$ cat config.mk
export PLATFORM = sky130hd
export DESIGN_NAME = pc_sequencer
export DESIGN_NICKNAME = d
export VERILOG_FILES = /design/src/rtl/pc_pkg.sv /design/src/rtl/pc_stack.sv /design/src/rtl/pc_sequencer.sv
export SDC_FILE = /design/constraint.sdc
export NUM_CORES = 1
export LEC_CHECK = 0
export ABC_AREA = 0
export ABC_CLOCK_PERIOD_IN_PS = 4400
export BUFFER_PORTS_ARGS = -buffer_cell sky130_fd_sc_hd__buf_2
export CAP_MARGIN = 10
export CORE_AREA = 2 2 102 154
export DETAILED_ROUTE_END_ITERATION = 7
export DIE_AREA = 0 0 104 156
export GPL_TIMING_DRIVEN = 0
export PLACE_DENSITY = 0.79
export SYNTH_ARGS = -nofsm -noshare
export SYNTH_HDL_FRONTEND = slang
export SYNTH_SLANG_ARGS = --single-unit
$ cat constraint.sdc
create_clock -name clk_i -period 4.4 [get_ports clk_i]
set_clock_uncertainty 0.1 [all_clocks]
set_input_delay 0.22 -clock clk_i [delete_from_list [all_inputs] [get_ports clk_i]]
set_output_delay 0.22 -clock clk_i [all_outputs]
set_load 0.03 [all_outputs]
$ cat src/rtl/pc_pkg.sv
// Shared types for the program-counter sequencer: operation codes and return-stack entry layout.
package pc_pkg;

    typedef enum logic [3:0] {
        PC_INC  = 4'b0000,
        PC_HOLD = 4'b0001,
        PC_EI   = 4'b0010,
        PC_DI   = 4'b0011,
        PC_BZ   = 4'b0100,
        PC_BNZ  = 4'b0101,
        PC_BC   = 4'b0110,
        PC_BNC  = 4'b0111,
        PC_JMP  = 4'b1000,
        PC_CALL = 4'b1001,
        PC_RET  = 4'b1010,
        PC_RETI = 4'b1011,
        PC_BRA  = 4'b1100
    } pcop_e;

    // Stack entry packs {addr, zero, carry}; flags occupy the two LSBs at any address width.
    function automatic int entry_w(input int aw);
        return aw + 2;
    endfunction

    localparam int AW_DEF = 12;

    typedef struct packed {
        logic [AW_DEF-1:0] addr;
        logic              zero;
        logic              carry;
    } stk_entry_t;

endpackage

$ cat src/rtl/pc_stack.sv
// Return-address LIFO with a registered top-of-stack copy so a pop can use it in the same cycle.
module pc_stack #(
    parameter int DEPTH = 8,
    parameter int W     = 14
) (
    input  logic                       clk_i,
    input  logic                       rst_ni,
    input  logic                       push_i,
    input  logic                       pop_i,
    input  logic [W-1:0]               din_i,
    output logic [W-1:0]               tos_o,
    output logic                       full_o,
    output logic                       empty_o,
    output logic [$clog2(DEPTH+1)-1:0] depth_o
);

    localparam int DW = $clog2(DEPTH+1);
    localparam int IW = (DEPTH > 1) ? $clog2(DEPTH) : 1;

    logic [W-1:0]  mem [DEPTH];
    logic [DW-1:0] cnt;
    logic [W-1:0]  tos_q;
    logic [IW-1:0] wr_idx;
    logic [IW-1:0] rd_idx;

    assign full_o  = (cnt == DW'(DEPTH));
    assign empty_o = (cnt == '0);
    assign depth_o = cnt;
    assign tos_o   = tos_q;
    assign wr_idx  = IW'(cnt);
    assign rd_idx  = IW'(cnt - DW'(2));

    // On pop the entry below the current top becomes the new cached top.
    always_ff @(posedge clk_i) begin
        if (!rst_ni) begin
            cnt   <= '0;
            tos_q <= '0;
        end else if (push_i && !full_o) begin
            mem[wr_idx] <= din_i;
            tos_q       <= din_i;
            cnt         <= cnt + DW'(1);
        end else if (pop_i && !empty_o) begin
            cnt <= cnt - DW'(1);
            if (cnt != DW'(1))
                tos_q <= mem[rd_idx];
        end
    end

endmodule

$ cat src/rtl/pc_sequencer.sv
// Registered next-PC sequencer: branches, CALL/RET nesting, vectored interrupt entry and RETI flag restore.
module pc_sequencer
    import pc_pkg::*;
#(
    parameter int             AW        = 12,
    parameter int             OW        = 8,
    parameter int             DEPTH     = 8,
    parameter logic [AW-1:0]  RESET_VEC = '0
) (
    input  logic                       clk_i,
    input  logic                       rst_ni,
    input  logic                       step_i,
    input  logic [3:0]                 pcoper_i,
    input  logic                       zero_i,
    input  logic                       carry_i,
    input  logic [OW-1:0]              offset_i,
    input  logic [AW-1:0]              jump_i,
    input  logic                       irq_i,
    input  logic [AW-1:0]              int_i,
    output logic [AW-1:0]              pc_o,
    output logic                       ie_o,
    output logic                       int_ack_o,
    output logic                       flags_valid_o,
    output logic                       zero_o,
    output logic                       carry_o,
    output logic [$clog2(DEPTH+1)-1:0] stk_depth_o,
    output logic                       stk_ovf_o,
    output logic                       stk_unf_o,
    output logic                       illegal_o
);

    localparam int EW = entry_w(AW);

    logic [AW-1:0] pc_q, pc_d, pc_inc, pc_br, off_x;
    logic          ie_q, ie_d;
    logic          ack_q, ack_d, fv_q, fv_d, ill_q, ill_d;
    logic          z_q, z_d, c_q, c_d;
    logic          ovf_q, ovf_d, unf_q, unf_d;
    logic          push, pop, full, empty, taken;
    logic [EW-1:0] push_data, tos;

    assign off_x  = {{(AW-OW){offset_i[OW-1]}}, offset_i};
    assign pc_inc = pc_q + AW'(1);
    assign pc_br  = pc_inc + off_x;

    always_comb begin
        unique case (pcoper_i[1:0])
            2'b00:   taken = zero_i;
            2'b01:   taken = !zero_i;
            2'b10:   taken = carry_i;
            default: taken = !carry_i;
        endcase
    end

    always_comb begin
        pc_d      = pc_q;
        ie_d      = ie_q;
        ack_d     = 1'b0;
        fv_d      = 1'b0;
        ill_d     = 1'b0;
        z_d       = z_q;
        c_d       = c_q;
        ovf_d     = ovf_q;
        unf_d     = unf_q;
        push      = 1'b0;
        pop       = 1'b0;
        push_data = {pc_inc, zero_i, carry_i};
        if (step_i) begin
            // Interrupt preempts the presented op; the preempted PC itself is saved for re-fetch.
            if (irq_i && ie_q) begin
                push      = 1'b1;
                push_data = {pc_q, zero_i, carry_i};
                pc_d      = int_i;
                ie_d      = 1'b0;
                ack_d     = 1'b1;
            end else begin
                case (pcoper_i)
                    PC_INC:  pc_d = pc_inc;
                    PC_HOLD: pc_d = pc_q;
                    PC_EI: begin
                        ie_d = 1'b1;
                        pc_d = pc_inc;
                    end
                    PC_DI: begin
                        ie_d = 1'b0;
                        pc_d = pc_inc;
                    end
                    PC_BZ, PC_BNZ, PC_BC, PC_BNC: pc_d = taken ? pc_br : pc_inc;
                    PC_JMP:  pc_d = jump_i;
                    PC_CALL: begin
                        push = 1'b1;
                        pc_d = jump_i;
                    end
                    PC_RET, PC_RETI: begin
                        pop = 1'b1;
                        if (empty) begin
                            pc_d  = RESET_VEC;
                            unf_d = 1'b1;
                        end else begin
                            pc_d = tos[EW-1:2];
                        end
                        if (pcoper_i == PC_RETI) begin
                            ie_d = 1'b1;
                            fv_d = 1'b1;
                            z_d  = !empty && tos[1];
                            c_d  = !empty && tos[0];
                        end
                    end
                    PC_BRA:  pc_d = pc_br;
                    default: begin
                        pc_d  = pc_inc;
                        ill_d = 1'b1;
                    end
                endcase
            end
            if (push && full)
                ovf_d = 1'b1;
        end
    end

    always_ff @(posedge clk_i) begin
        if (!rst_ni) begin
            pc_q  <= RESET_VEC;
            ie_q  <= 1'b0;
            ack_q <= 1'b0;
            fv_q  <= 1'b0;
            ill_q <= 1'b0;
            z_q   <= 1'b0;
            c_q   <= 1'b0;
            ovf_q <= 1'b0;
            unf_q <= 1'b0;
        end else begin
            pc_q  <= pc_d;
            ie_q  <= ie_d;
            ack_q <= ack_d;
            fv_q  <= fv_d;
            ill_q <= ill_d;
            z_q   <= z_d;
            c_q   <= c_d;
            ovf_q <= ovf_d;
            unf_q <= unf_d;
        end
    end

    pc_stack #(
        .DEPTH (DEPTH),
        .W     (EW)
    ) u_stack (
        .clk_i   (clk_i),
        .rst_ni  (rst_ni),
        .push_i  (push),
        .pop_i   (pop),
        .din_i   (push_data),
        .tos_o   (tos),
        .full_o  (full),
        .empty_o (empty),
        .depth_o (stk_depth_o)
    );

    assign pc_o          = pc_q;
    assign ie_o          = ie_q;
    assign int_ack_o     = ack_q;
    assign flags_valid_o = fv_q;
    assign zero_o        = z_q;
    assign carry_o       = c_q;
    assign stk_ovf_o     = ovf_q;
    assign stk_unf_o     = unf_q;
    assign illegal_o     = ill_q;

endmodule
==> impl_metrics.json <==
{
  "cp_num_buf_inv": 1,
  "cts.path.max_buffers": 2,
  "fp.dieH_um": 156,
  "antenna_left": 0,
  "synth_nets": 599,
  "async_flop_share_pct": 0,
  "path_clk_slew_ps": 60,
  "die_x_um": 104,
  "crit_family": "compound AO/OA/AOI/OAI gates",
  "drive_above_1_share_pct": 27.3,
  "n_antenna_cell": 0,
  "cts_tree": "built",
  "startpoint_type": "flop",
  "final_area_um2": 8420,
  "synthTopCellsByArea": "edfxtp_1 46%, dfxtp_1 10%, mux4_2 8.6%",
  "final_common_cell": "edfxtp_1",
  "p_int_mw": 2.39,
  "p_per_area_nw_per_um2": 378,
  "required_ps": 4600,
  "swShare_pct": 25.0,
  "power.leakage_nw": 3.02,
  "placed_cell_area_um2": 7880,
  "vias_per_cell": 6.05,
  "synth_top_area_share_pct": 46.0,
  "synth-main-ff-cell": "edfxtp_1",
  "tightest_slew_ps": 865,
  "slew_violations": 0,
  "grt_max_degree": 17,
  "worst-setup-path-type": "flop to flop",
  "setup_violations": 0,
  "multiInputGateArea_um2": 2970,
  "register_area_um2": 4120,
  "wire_per_inst_um": 21.6,
  "clkLatencyLatePin_ps": 420,
  "tns_ps": 0,
  "wl_um": 17900,
  "firstDrtPassIters": 5,
  "top_level_ports": 66,
  "slew_headroom_pct": 42.1,
  "place.gp.congestion": 1.00,
  "antenna_found_initial": 0,
  "numCtsBuffers": 17,
  "synth_cells": 535,
  "first_iter_violations": 335,
  "coreArea_um2": 14900,
  "post-synth-top-area-cell": "edfxtp_1",
  "crit_arrival_ps": 3950,
  "hold_violations": 0,
  "rows": 55,
  "drv_cap": 0,
  "crit_fanout": 7,
  "grt.overflow.total": 0,
  "whs_ps": 2.21,
  "synth.distinct_cells": 62,
  "ctsResizeCount": 0,
  "grt_pass1_vias": 5300,
  "comb_power_share_pct": 10.0,
  "synth_seq_cells": 150,
  "power_switching_mw": 0.795,
  "period_needed_ps": 3750,
  "layout_common_cells": "112 x edfxtp_1, 77 x buf_2, 38 x dfxtp_1, 37 x nand2_1, 28 x mux4_2",
  "yosysWarnings": 0,
  "end_kind": "flop",
  "ctsHoldBuffers": 1,
  "cts_setup_buffers": 0,
  "fin_crit_sh_pct": 85.3,
  "clock.fmax_ghz": 0.266,
  "critical_path.slowest_cell": "o311ai_0",
  "groute.usage.overall_pct": 22.6,
  "synth_area_um2": 7320,
  "synth_sequential_area_ratio_pct": 56.4,
  "grt_setup_unrepaired": "false",
  "p_seq_share_pct": 48.9,
  "cpPeakStageDelay_ps": 700,
  "hold_path_class": "input port to flop",
  "die_area_um2": 16200,
  "drt_drc_violations_left": 0,
  "avgSynthCellArea_um2": 13.7,
  "initial_core_util_pct": 49.2,
  "crit_chain": "ha_1 > and3_1 > nand3_1 > nor2_1 > xor2_1 > ha_1 > clkbuf_1 > nand2_1 > o311ai_0 > xor2_1 > a221oi_1 > nor4b_1",
  "root_buffer": "clkbuf_16",
  "clkPwrFrac_pct": 41.1,
  "synth-edff-count": 112,
  "vias": 5019,
  "final_nets": 681,
  "ir_drop_uv": 240,
  "grt_pass1_wl_um": 27900,
  "syn2layout_area_growth_pct": 15.1,
  "cts_sinks": 150,
  "cts_htree_levels": 4,
  "fill_cells": 1163,
  "io_buffers": 62,
  "dpl.hpwl_um": 12800,
  "outcome": "complete, no violations"
}
[flip-flops by register name, summed over array words and instances, names as in the netlist]
register         flops
carry_o              1
flags_valid_o        1
ie_o                 1
illegal_o            1
int_ack_o            1
pc_o                12
stk_ovf_o            1
stk_unf_o            1
u_stack.depth_o      4
u_stack.mem        112
u_stack.tos_o       14
zero_o               1
[layer usage]
layer,up-vias,part of all wire (%),track usage (%)
li1,2246,-,-
met1,2515,36,23.0
met2,205,56,43.1
met3,53,4.3,3.76
met4,0,4.4,13.1
met5,-,0,0
[worst reg2reg max path, stage by stage, from the launching register on]
cell and delay (ps):
dfxtp_1 570, ha_1 300, and3_1 230, nand3_1 240, nor2_1 200, xor2_1 110, ha_1 290, clkbuf_1 260
nand2_1 100, o311ai_0 700, xor2_1 140, a221oi_1 300, nor4b_1 80
[logic make-up (layout without fill, tap and decap cells)]
group,Yosys count,in the layout,share of synthesized area (%)
muxes,42,42,10.8
xor gates and xnor gates,35,35,4.19
and+or+nand+nor,132,132,9.44
buffers and inverters,44,139,2.99
adders and majority gates,22,22,3.86
DFF,150,150,56.4
AOI/OAI and AO/OA,110,110,12.4
[power groups by stage]
stage	clock (mW)	sequential, mW	combinational (mW)
after global placement	0	1.59	0.301
after global routing	1.37	1.56	0.343
after detailed placement	0	1.59	0.311
after floorplan	0	1.60	0.198
after CTS	1.31	1.56	0.314
final	1.31	1.56	0.318
[cell type report]
type,count,share of cell area (%)
Clock buffer,18,5.10
Timing Repair Buffer,63,3.80
Multi-Input combinational cell,341,35.3
Tap cell,199,2.96
Sequential cell,150,49.0
Buffer,38,2.33
Inverter,6,0.267
Clock inverter,14,1.23
[final timing paths]
path / slack (ps) / start / cells past startpoint / endpoint
max: 650 / pc_o[0]$_SDFFE_PN0P_ / 12 / pc_o[9]$_SDFFE_PN0P_
min reg2reg: 360 / u_stack.tos_o[9]$_SDFFE_PN0P_ / 2 / u_stack.tos_o[9]$_SDFFE_PN0P_
max reg2reg: 650 / pc_o[0]$_SDFFE_PN0P_ / 12 / pc_o[9]$_SDFFE_PN0P_
min: 2 / int_i[4] / 3 / pc_o[4]$_SDFFE_PN0P_
[stage by stage]
| stage | setup WS [ps] | instances | total power, mW | util [%] |
|---|---|---|---|---|
| 2_1_floorplan | 1360 | 535 | 1.80 | - |
| 3_3_place_gp | 858 | 796 | 1.89 | 53.0 |
| 3_5_place_dp | 780 | 796 | 1.90 | 53.0 |
| 4_1_cts | 748 | 829 | 3.18 | 56.6 |
| 5_1_grt | 464 | 829 | 3.27 | 56.6 |
| 6_report | 647 | 829 | 3.18 | 56.6 |
[synthesized netlist by cell type, types with 3 or more instances]
master,number
nor2b_1,6
xnor2_1,18
o31ai_1,4
mux4_2,28
xor2_1,17
o21ai_1,7
ha_1,21
nand2_1,37
nor3_1,9
a21oi_1,6
a21boi_1,5
clkbuf_1,15
and2_1,15
a221oi_2,8
buf_6,3
a31oi_1,3
a221oi_1,4
a21boi_0,12
mux2_2,14
edfxtp_1,112
o21ai_0,7
buf_4,3
inv_1,6
o211ai_1,6
nand3_1,13
nand4_1,7
nor2_1,19
buf_2,15
a221o_1,10
dfxtp_1,38
and3_1,9
nor3b_1,4
a22oi_1,16
a21o_1,4
(Power assumes the default switching activity.)
